===== src/rtl/alu_cmd_ctrl.sv =====
// UART command front-end: assembles ALU commands from received bytes, fires the ALU,
// and streams the captured result (or a timeout error byte) to the transmitter LSB first.
module alu_cmd_ctrl #(
    parameter int unsigned           DATA_WIDTH = 8,
    parameter int unsigned           OUT_WIDTH  = 8,
    parameter int unsigned           FUN_WIDTH  = 4,
    parameter int unsigned           TIMEOUT    = 15,
    parameter logic [DATA_WIDTH-1:0] ERR_CODE   = 8'hEE
) (
    input  logic                  CLK,
    input  logic                  RST,
    input  logic [DATA_WIDTH-1:0] RX_P_DATA,
    input  logic                  RX_D_VLD,
    input  logic [OUT_WIDTH-1:0]  ALU_OUT,
    input  logic                  ALU_OUT_VLD,
    output logic [DATA_WIDTH-1:0] ALU_A,
    output logic [DATA_WIDTH-1:0] ALU_B,
    output logic [FUN_WIDTH-1:0]  ALU_FUN,
    output logic                  ALU_EN,
    output logic [DATA_WIDTH-1:0] TX_P_DATA,
    output logic                  TX_D_VLD,
    input  logic                  TX_READY,
    output logic                  CMD_ERR
);

    localparam int unsigned NUM_BYTES = OUT_WIDTH / DATA_WIDTH;
    localparam int unsigned IDX_W     = (NUM_BYTES > 1) ? $clog2(NUM_BYTES) : 1;
    localparam int unsigned NUM_SLOTS = 1 << IDX_W;
    localparam int unsigned PAD_W     = NUM_SLOTS * DATA_WIDTH;
    localparam int unsigned CNT_W     = $clog2(TIMEOUT + 1);

    localparam logic [DATA_WIDTH-1:0] CMD_OPERANDS = DATA_WIDTH'(8'hCC);
    localparam logic [DATA_WIDTH-1:0] CMD_FUN_ONLY = DATA_WIDTH'(8'hDD);

    localparam logic [2:0] S_IDLE    = 3'd0;
    localparam logic [2:0] S_GET_A   = 3'd1;
    localparam logic [2:0] S_GET_B   = 3'd2;
    localparam logic [2:0] S_GET_FUN = 3'd3;
    localparam logic [2:0] S_EXEC    = 3'd4;
    localparam logic [2:0] S_WAIT    = 3'd5;
    localparam logic [2:0] S_SEND    = 3'd6;

    logic [2:0]            state_q,    state_d;
    logic [DATA_WIDTH-1:0] alu_a_q,    alu_a_d;
    logic [DATA_WIDTH-1:0] alu_b_q,    alu_b_d;
    logic [FUN_WIDTH-1:0]  alu_fun_q,  alu_fun_d;
    logic                  alu_en_q,   alu_en_d;
    logic [DATA_WIDTH-1:0] tx_data_q,  tx_data_d;
    logic                  tx_vld_q,   tx_vld_d;
    logic                  cmd_err_q,  cmd_err_d;
    logic [OUT_WIDTH-1:0]  result_q,   result_d;
    logic [IDX_W-1:0]      idx_q,      idx_d;
    logic [IDX_W-1:0]      last_idx_q, last_idx_d;
    logic [CNT_W-1:0]      cnt_q,      cnt_d;

    logic [PAD_W-1:0]      res_pad;
    logic [DATA_WIDTH-1:0] res_bytes [NUM_SLOTS];
    logic [IDX_W-1:0]      idx_nxt;
    logic                  busy;

    // Result split into byte slots; slots beyond the result width read as zero.
    assign res_pad = PAD_W'(result_q);
    for (genvar g = 0; g < NUM_SLOTS; g++) begin : g_slot
        assign res_bytes[g] = res_pad[g*DATA_WIDTH +: DATA_WIDTH];
    end

    assign idx_nxt = idx_q + IDX_W'(1);
    assign busy    = (state_q == S_EXEC) || (state_q == S_WAIT) || (state_q == S_SEND);

    always_ff @(posedge CLK or negedge RST) begin
        if (!RST) begin
            state_q    <= S_IDLE;
            alu_a_q    <= '0;
            alu_b_q    <= '0;
            alu_fun_q  <= '0;
            alu_en_q   <= 1'b0;
            tx_data_q  <= '0;
            tx_vld_q   <= 1'b0;
            cmd_err_q  <= 1'b0;
            result_q   <= '0;
            idx_q      <= '0;
            last_idx_q <= '0;
            cnt_q      <= '0;
        end else begin
            state_q    <= state_d;
            alu_a_q    <= alu_a_d;
            alu_b_q    <= alu_b_d;
            alu_fun_q  <= alu_fun_d;
            alu_en_q   <= alu_en_d;
            tx_data_q  <= tx_data_d;
            tx_vld_q   <= tx_vld_d;
            cmd_err_q  <= cmd_err_d;
            result_q   <= result_d;
            idx_q      <= idx_d;
            last_idx_q <= last_idx_d;
            cnt_q      <= cnt_d;
        end
    end

    always_comb begin
        state_d    = state_q;
        alu_a_d    = alu_a_q;
        alu_b_d    = alu_b_q;
        alu_fun_d  = alu_fun_q;
        alu_en_d   = 1'b0;
        tx_data_d  = tx_data_q;
        tx_vld_d   = tx_vld_q;
        cmd_err_d  = 1'b0;
        result_d   = result_q;
        idx_d      = idx_q;
        last_idx_d = last_idx_q;
        cnt_d      = cnt_q;

        case (state_q)
            S_IDLE: begin
                if (RX_D_VLD) begin
                    if (RX_P_DATA == CMD_OPERANDS) begin
                        state_d = S_GET_A;
                    end else if (RX_P_DATA == CMD_FUN_ONLY) begin
                        state_d = S_GET_FUN;
                    end else begin
                        cmd_err_d = 1'b1;
                    end
                end
            end
            S_GET_A: begin
                if (RX_D_VLD) begin
                    alu_a_d = RX_P_DATA;
                    state_d = S_GET_B;
                end
            end
            S_GET_B: begin
                if (RX_D_VLD) begin
                    alu_b_d = RX_P_DATA;
                    state_d = S_GET_FUN;
                end
            end
            S_GET_FUN: begin
                if (RX_D_VLD) begin
                    alu_fun_d = RX_P_DATA[FUN_WIDTH-1:0];
                    alu_en_d  = 1'b1;
                    state_d   = S_EXEC;
                end
            end
            S_EXEC: begin
                cnt_d   = '0;
                state_d = S_WAIT;
            end
            S_WAIT: begin
                if (ALU_OUT_VLD) begin
                    result_d   = ALU_OUT;
                    last_idx_d = IDX_W'(NUM_BYTES - 1);
                    idx_d      = '0;
                    cnt_d      = '0;
                    state_d    = S_SEND;
                end else if (cnt_q == CNT_W'(TIMEOUT - 1)) begin
                    // Timeout replaces the result with a single error byte.
                    result_d   = OUT_WIDTH'(ERR_CODE);
                    last_idx_d = '0;
                    idx_d      = '0;
                    cnt_d      = '0;
                    state_d    = S_SEND;
                end else begin
                    cnt_d = cnt_q + CNT_W'(1);
                end
            end
            S_SEND: begin
                if (!tx_vld_q) begin
                    tx_vld_d  = 1'b1;
                    tx_data_d = res_bytes[idx_q];
                end else if (TX_READY) begin
                    if (idx_q == last_idx_q) begin
                        tx_vld_d = 1'b0;
                        idx_d    = '0;
                        state_d  = S_IDLE;
                    end else begin
                        idx_d     = idx_nxt;
                        tx_data_d = res_bytes[idx_nxt];
                    end
                end
            end
            default: state_d = S_IDLE;
        endcase

        // Bytes arriving while a command is in flight are dropped and flagged.
        if (RX_D_VLD && busy) begin
            cmd_err_d = 1'b1;
        end
    end

    assign ALU_A     = alu_a_q;
    assign ALU_B     = alu_b_q;
    assign ALU_FUN   = alu_fun_q;
    assign ALU_EN    = alu_en_q;
    assign TX_P_DATA = tx_data_q;
    assign TX_D_VLD  = tx_vld_q;
    assign CMD_ERR   = cmd_err_q;

endmodule


===== config.mk =====
export PLATFORM = sky130hd
export DESIGN_NAME = alu_cmd_ctrl
export DESIGN_NICKNAME = d
export VERILOG_FILES = /design/src/rtl/alu_cmd_ctrl.sv
export SDC_FILE = /design/constraint.sdc
export NUM_CORES = 1
export LEC_CHECK = 0
export BUFFER_PORTS_ARGS = -buffer_cell sky130_fd_sc_hd__clkbuf_2
export CORE_MARGIN = 2
export CORE_UTILIZATION = 55
export DETAILED_ROUTE_END_ITERATION = 8
export GPL_TIMING_DRIVEN = 0
export PLACE_DENSITY_LB_ADDON = 0.08
export SLEW_MARGIN = 30
export SYNTH_ARGS = -nofsm -noshare
export SYNTH_HDL_FRONTEND = slang
export SYNTH_SLANG_ARGS = --single-unit

===== constraint.sdc =====
create_clock -name CLK -period 3.43 [get_ports CLK]
set_input_delay 0.343 -clock CLK [delete_from_list [all_inputs] [get_ports CLK]]
set_output_delay 0.343 -clock CLK [all_outputs]
set_load 0.05 [all_outputs]

==> impl_metrics.json <==
{
  "post-route-period-util": 0.5251,
  "setup_violations": 0,
  "gp_congestion": 0.7470,
  "tightest_slew_ps": 611.6,
  "drc": 0,
  "wire_per_inst_um": 14.52,
  "clk_path_buf_depth": 2,
  "portBuffers": 51,
  "clock_sinks": 46,
  "die_h_um": 63.52,
  "finalHoldViolCount": 0,
  "crit_type": "flop to flop",
  "grt_pass1_vias": 1375,
  "status": "finished, final reports clean",
  "synth.net_count": 171,
  "area_growth_pct": 20.23,
  "final_core_util": 0.6964,
  "drt-total-wl_mm": 3.674,
  "netlist_instances": 148,
  "fp.dieW_um": 63.52,
  "grt.overflow.total": 0,
  "worstSkewPairLatency_ps": 360,
  "yosysWarnings": 0,
  "fin_tns_setup_ps": 0,
  "rows": 21,
  "critPathRequiredTime_ps": 3680,
  "nNetsFinal": 229,
  "worst_hold_slack_ps": 7.260,
  "skew_ps": 10.63,
  "n_antenna_cell": 0,
  "clk_pin_slew_worst_paths_ps": 120,
  "post_cts_resized": 0,
  "fmax_mhz": 555.2,
  "htree_num_levels": 2,
  "ys_types": 32,
  "irDropWorstVdd_uv": 714.8,
  "io_pins": 52,
  "ys_ff_latch": 46,
  "grt_pass1_wl_mm": 6.237,
  "start_kind": "flop",
  "first_pass_iters": 4,
  "slew_headroom": 0.5904,
  "synth_area_um2": 1948,
  "root_buffer": "clkbuf_4",
  "core_um2": 3363,
  "dieArea_um2": 4034,
  "viasPerCell": 5.443,
  "critPathArrivalTime_ps": 2050,
  "yosysSeqAreaShare": 0.5909,
  "final_common_cell": "clkbuf_2",
  "final_cell_mix": "50 x clkbuf_2, 46 x dfrtp_1, 28 x mux2_2",
  "drt-initial-drc-count": 49,
  "min_period_ps": 1801,
  "drv_cap": 0,
  "place.detailed.hpwl_mm": 2.773,
  "vias": 1377,
  "power_density_nw_per_um2": 1083,
  "critPathMaxFanout": 8,
  "final_antenna_net_count": 0,
  "avgSynthCellArea_um2": 13.16,
  "rsz0062_at_grt": "false",
  "drv_slew": 0,
  "grt_max_degree": 47,
  "cts_setup_buffers": 0,
  "leakage_nw": 1.116,
  "critPathCaptureType": "flop",
  "ctsHoldBuffers": 0,
  "grt_antenna_before_repair": 0,
  "start_util": 0.5792,
  "cts_buffers": 5,
  "dp_worst_setup_slack_ps": 1646,
  "total_power_mw": 2.537,
  "cts_tree": "done",
  "fin_ws_ps": 1629,
  "hp-class": "primary input to async pin",
  "drive_gt1_frac": 0.4638,
  "grt_usage": 0.2003
}
sequential cells by signal (all words and copies together), names as in the netlist:
| signal | flops |
|---|---|
| cnt_q | 4 |
| ALU_FUN | 4 |
| ALU_B | 8 |
| CMD_ERR | 1 |
| result_q | 8 |
| TX_P_DATA | 8 |
| ALU_EN | 1 |
| ALU_A | 8 |
| TX_D_VLD | 1 |
| state_q | 3 |
logic make-up (layout without fill, tap and decap cells):
kind of cell,after synthesis,count (layout),share of synthesized area
AOI/OAI and AO/OA,29,29,0.09892
xor gates and xnor gates,1,1,0.004497
adders and majority gates,2,2,0.01284
buffers and inverters,14,73,0.03789
DFF,46,46,0.5909
muxes,28,28,0.1618
and+or+nand+nor,28,28,0.09313
routing by layer:
layer	global-route usage	wire, um
met1	0.2271	1510
met2	0.3579	1947
met3	0.07143	186
met4	0.04891	29
met5	0	0
power by group:
group	leakage [nW]	switching [mW]	internal, mW
Clock	0.0385	0.164	0.154
Sequential	0.566	0.153	0.785
Combinational	0.511	0.888	0.392
Total	1.12	1.21	1.33
path summary, 6_finish.rpt:
kind / slack (ps) / from / end / cells past startpoint
worst max register to register: 1630 / cnt_q[0] / result_q[7] / 5
worst min-delay path: 7 / RST / cnt_q[1] / 1
min in group CLK: 200 / ALU_OUT[1] / result_q[1] / 2
worst min register to register: 520 / result_q[3] / result_q[3] / 1
max in group asynchronous: 3020 / RST / ALU_B[7] / 1
worst max-delay path: 1630 / cnt_q[0] / result_q[7] / 5
final cells by class:
| type | instances | area [um^2] |
|---|---|---|
| repair buffers | 51 | 257.7 |
| flip-flops and latches | 46 | 1151 |
| multi-input cells | 88 | 723.2 |
| plain buffers | 5 | 40.04 |
| clock inverters | 2 | 37.54 |
| well taps | 46 | 57.56 |
| fillers | 274 | 1021 |
| inverters | 9 | 33.78 |
| clock buffers | 6 | 41.29 |
Yosys cell counts:
| library cell | n | area, um^2 |
|---|---|---|
| nor2_1 | 3 | 11.26 |
| nand4b_1 | 1 | 8.760 |
| o22ai_1 | 1 | 6.260 |
| a311oi_1 | 1 | 8.760 |
| o21a_1 | 1 | 7.510 |
| a21o_1 | 1 | 7.510 |
| inv_1 | 9 | 33.78 |
| a21oi_1 | 3 | 15.01 |
| nand2_1 | 5 | 18.77 |
| ha_1 | 2 | 25.02 |
| nand3b_1 | 2 | 15.01 |
| a31oi_1 | 3 | 18.77 |
| o211ai_1 | 1 | 7.510 |
| nand3_1 | 5 | 25.02 |
| nand4_1 | 1 | 6.260 |
| nor3b_1 | 3 | 22.52 |
| a21boi_0 | 1 | 7.510 |
| or2b_2 | 1 | 8.760 |
| buf_6 | 2 | 22.52 |
| nor2_4 | 1 | 11.26 |
| mux2_2 | 28 | 315.3 |
| or4_1 | 1 | 7.510 |
| and4bb_2 | 2 | 25.02 |
| buf_4 | 1 | 7.510 |
| o22a_1 | 6 | 52.55 |
| o21ai_0 | 10 | 50.05 |
| dfrtp_1 | 46 | 1151 |
| buf_2 | 2 | 10.01 |
| xnor2_1 | 1 | 8.760 |
| a2111o_1 | 1 | 11.26 |
| and2b_2 | 1 | 8.760 |
| and2_1 | 2 | 12.51 |
per-stage QoR:
stage | area (um^2) | std cells
after floorplan | 1948 | 148
after global placement | 2261 | 245
after detailed placement | 2263 | 245
after CTS | 2342 | 253
after global routing | 2342 | 253
final | 2342 | 253
critical path: stages (launching register included):
cell     delay (ps)
dfrtp_1         440
inv_1            60
ha_1            190
a31oi_1         490
nor2_1          260
o22a_1          260
Note: power is estimated with default switching activity, not from simulation.
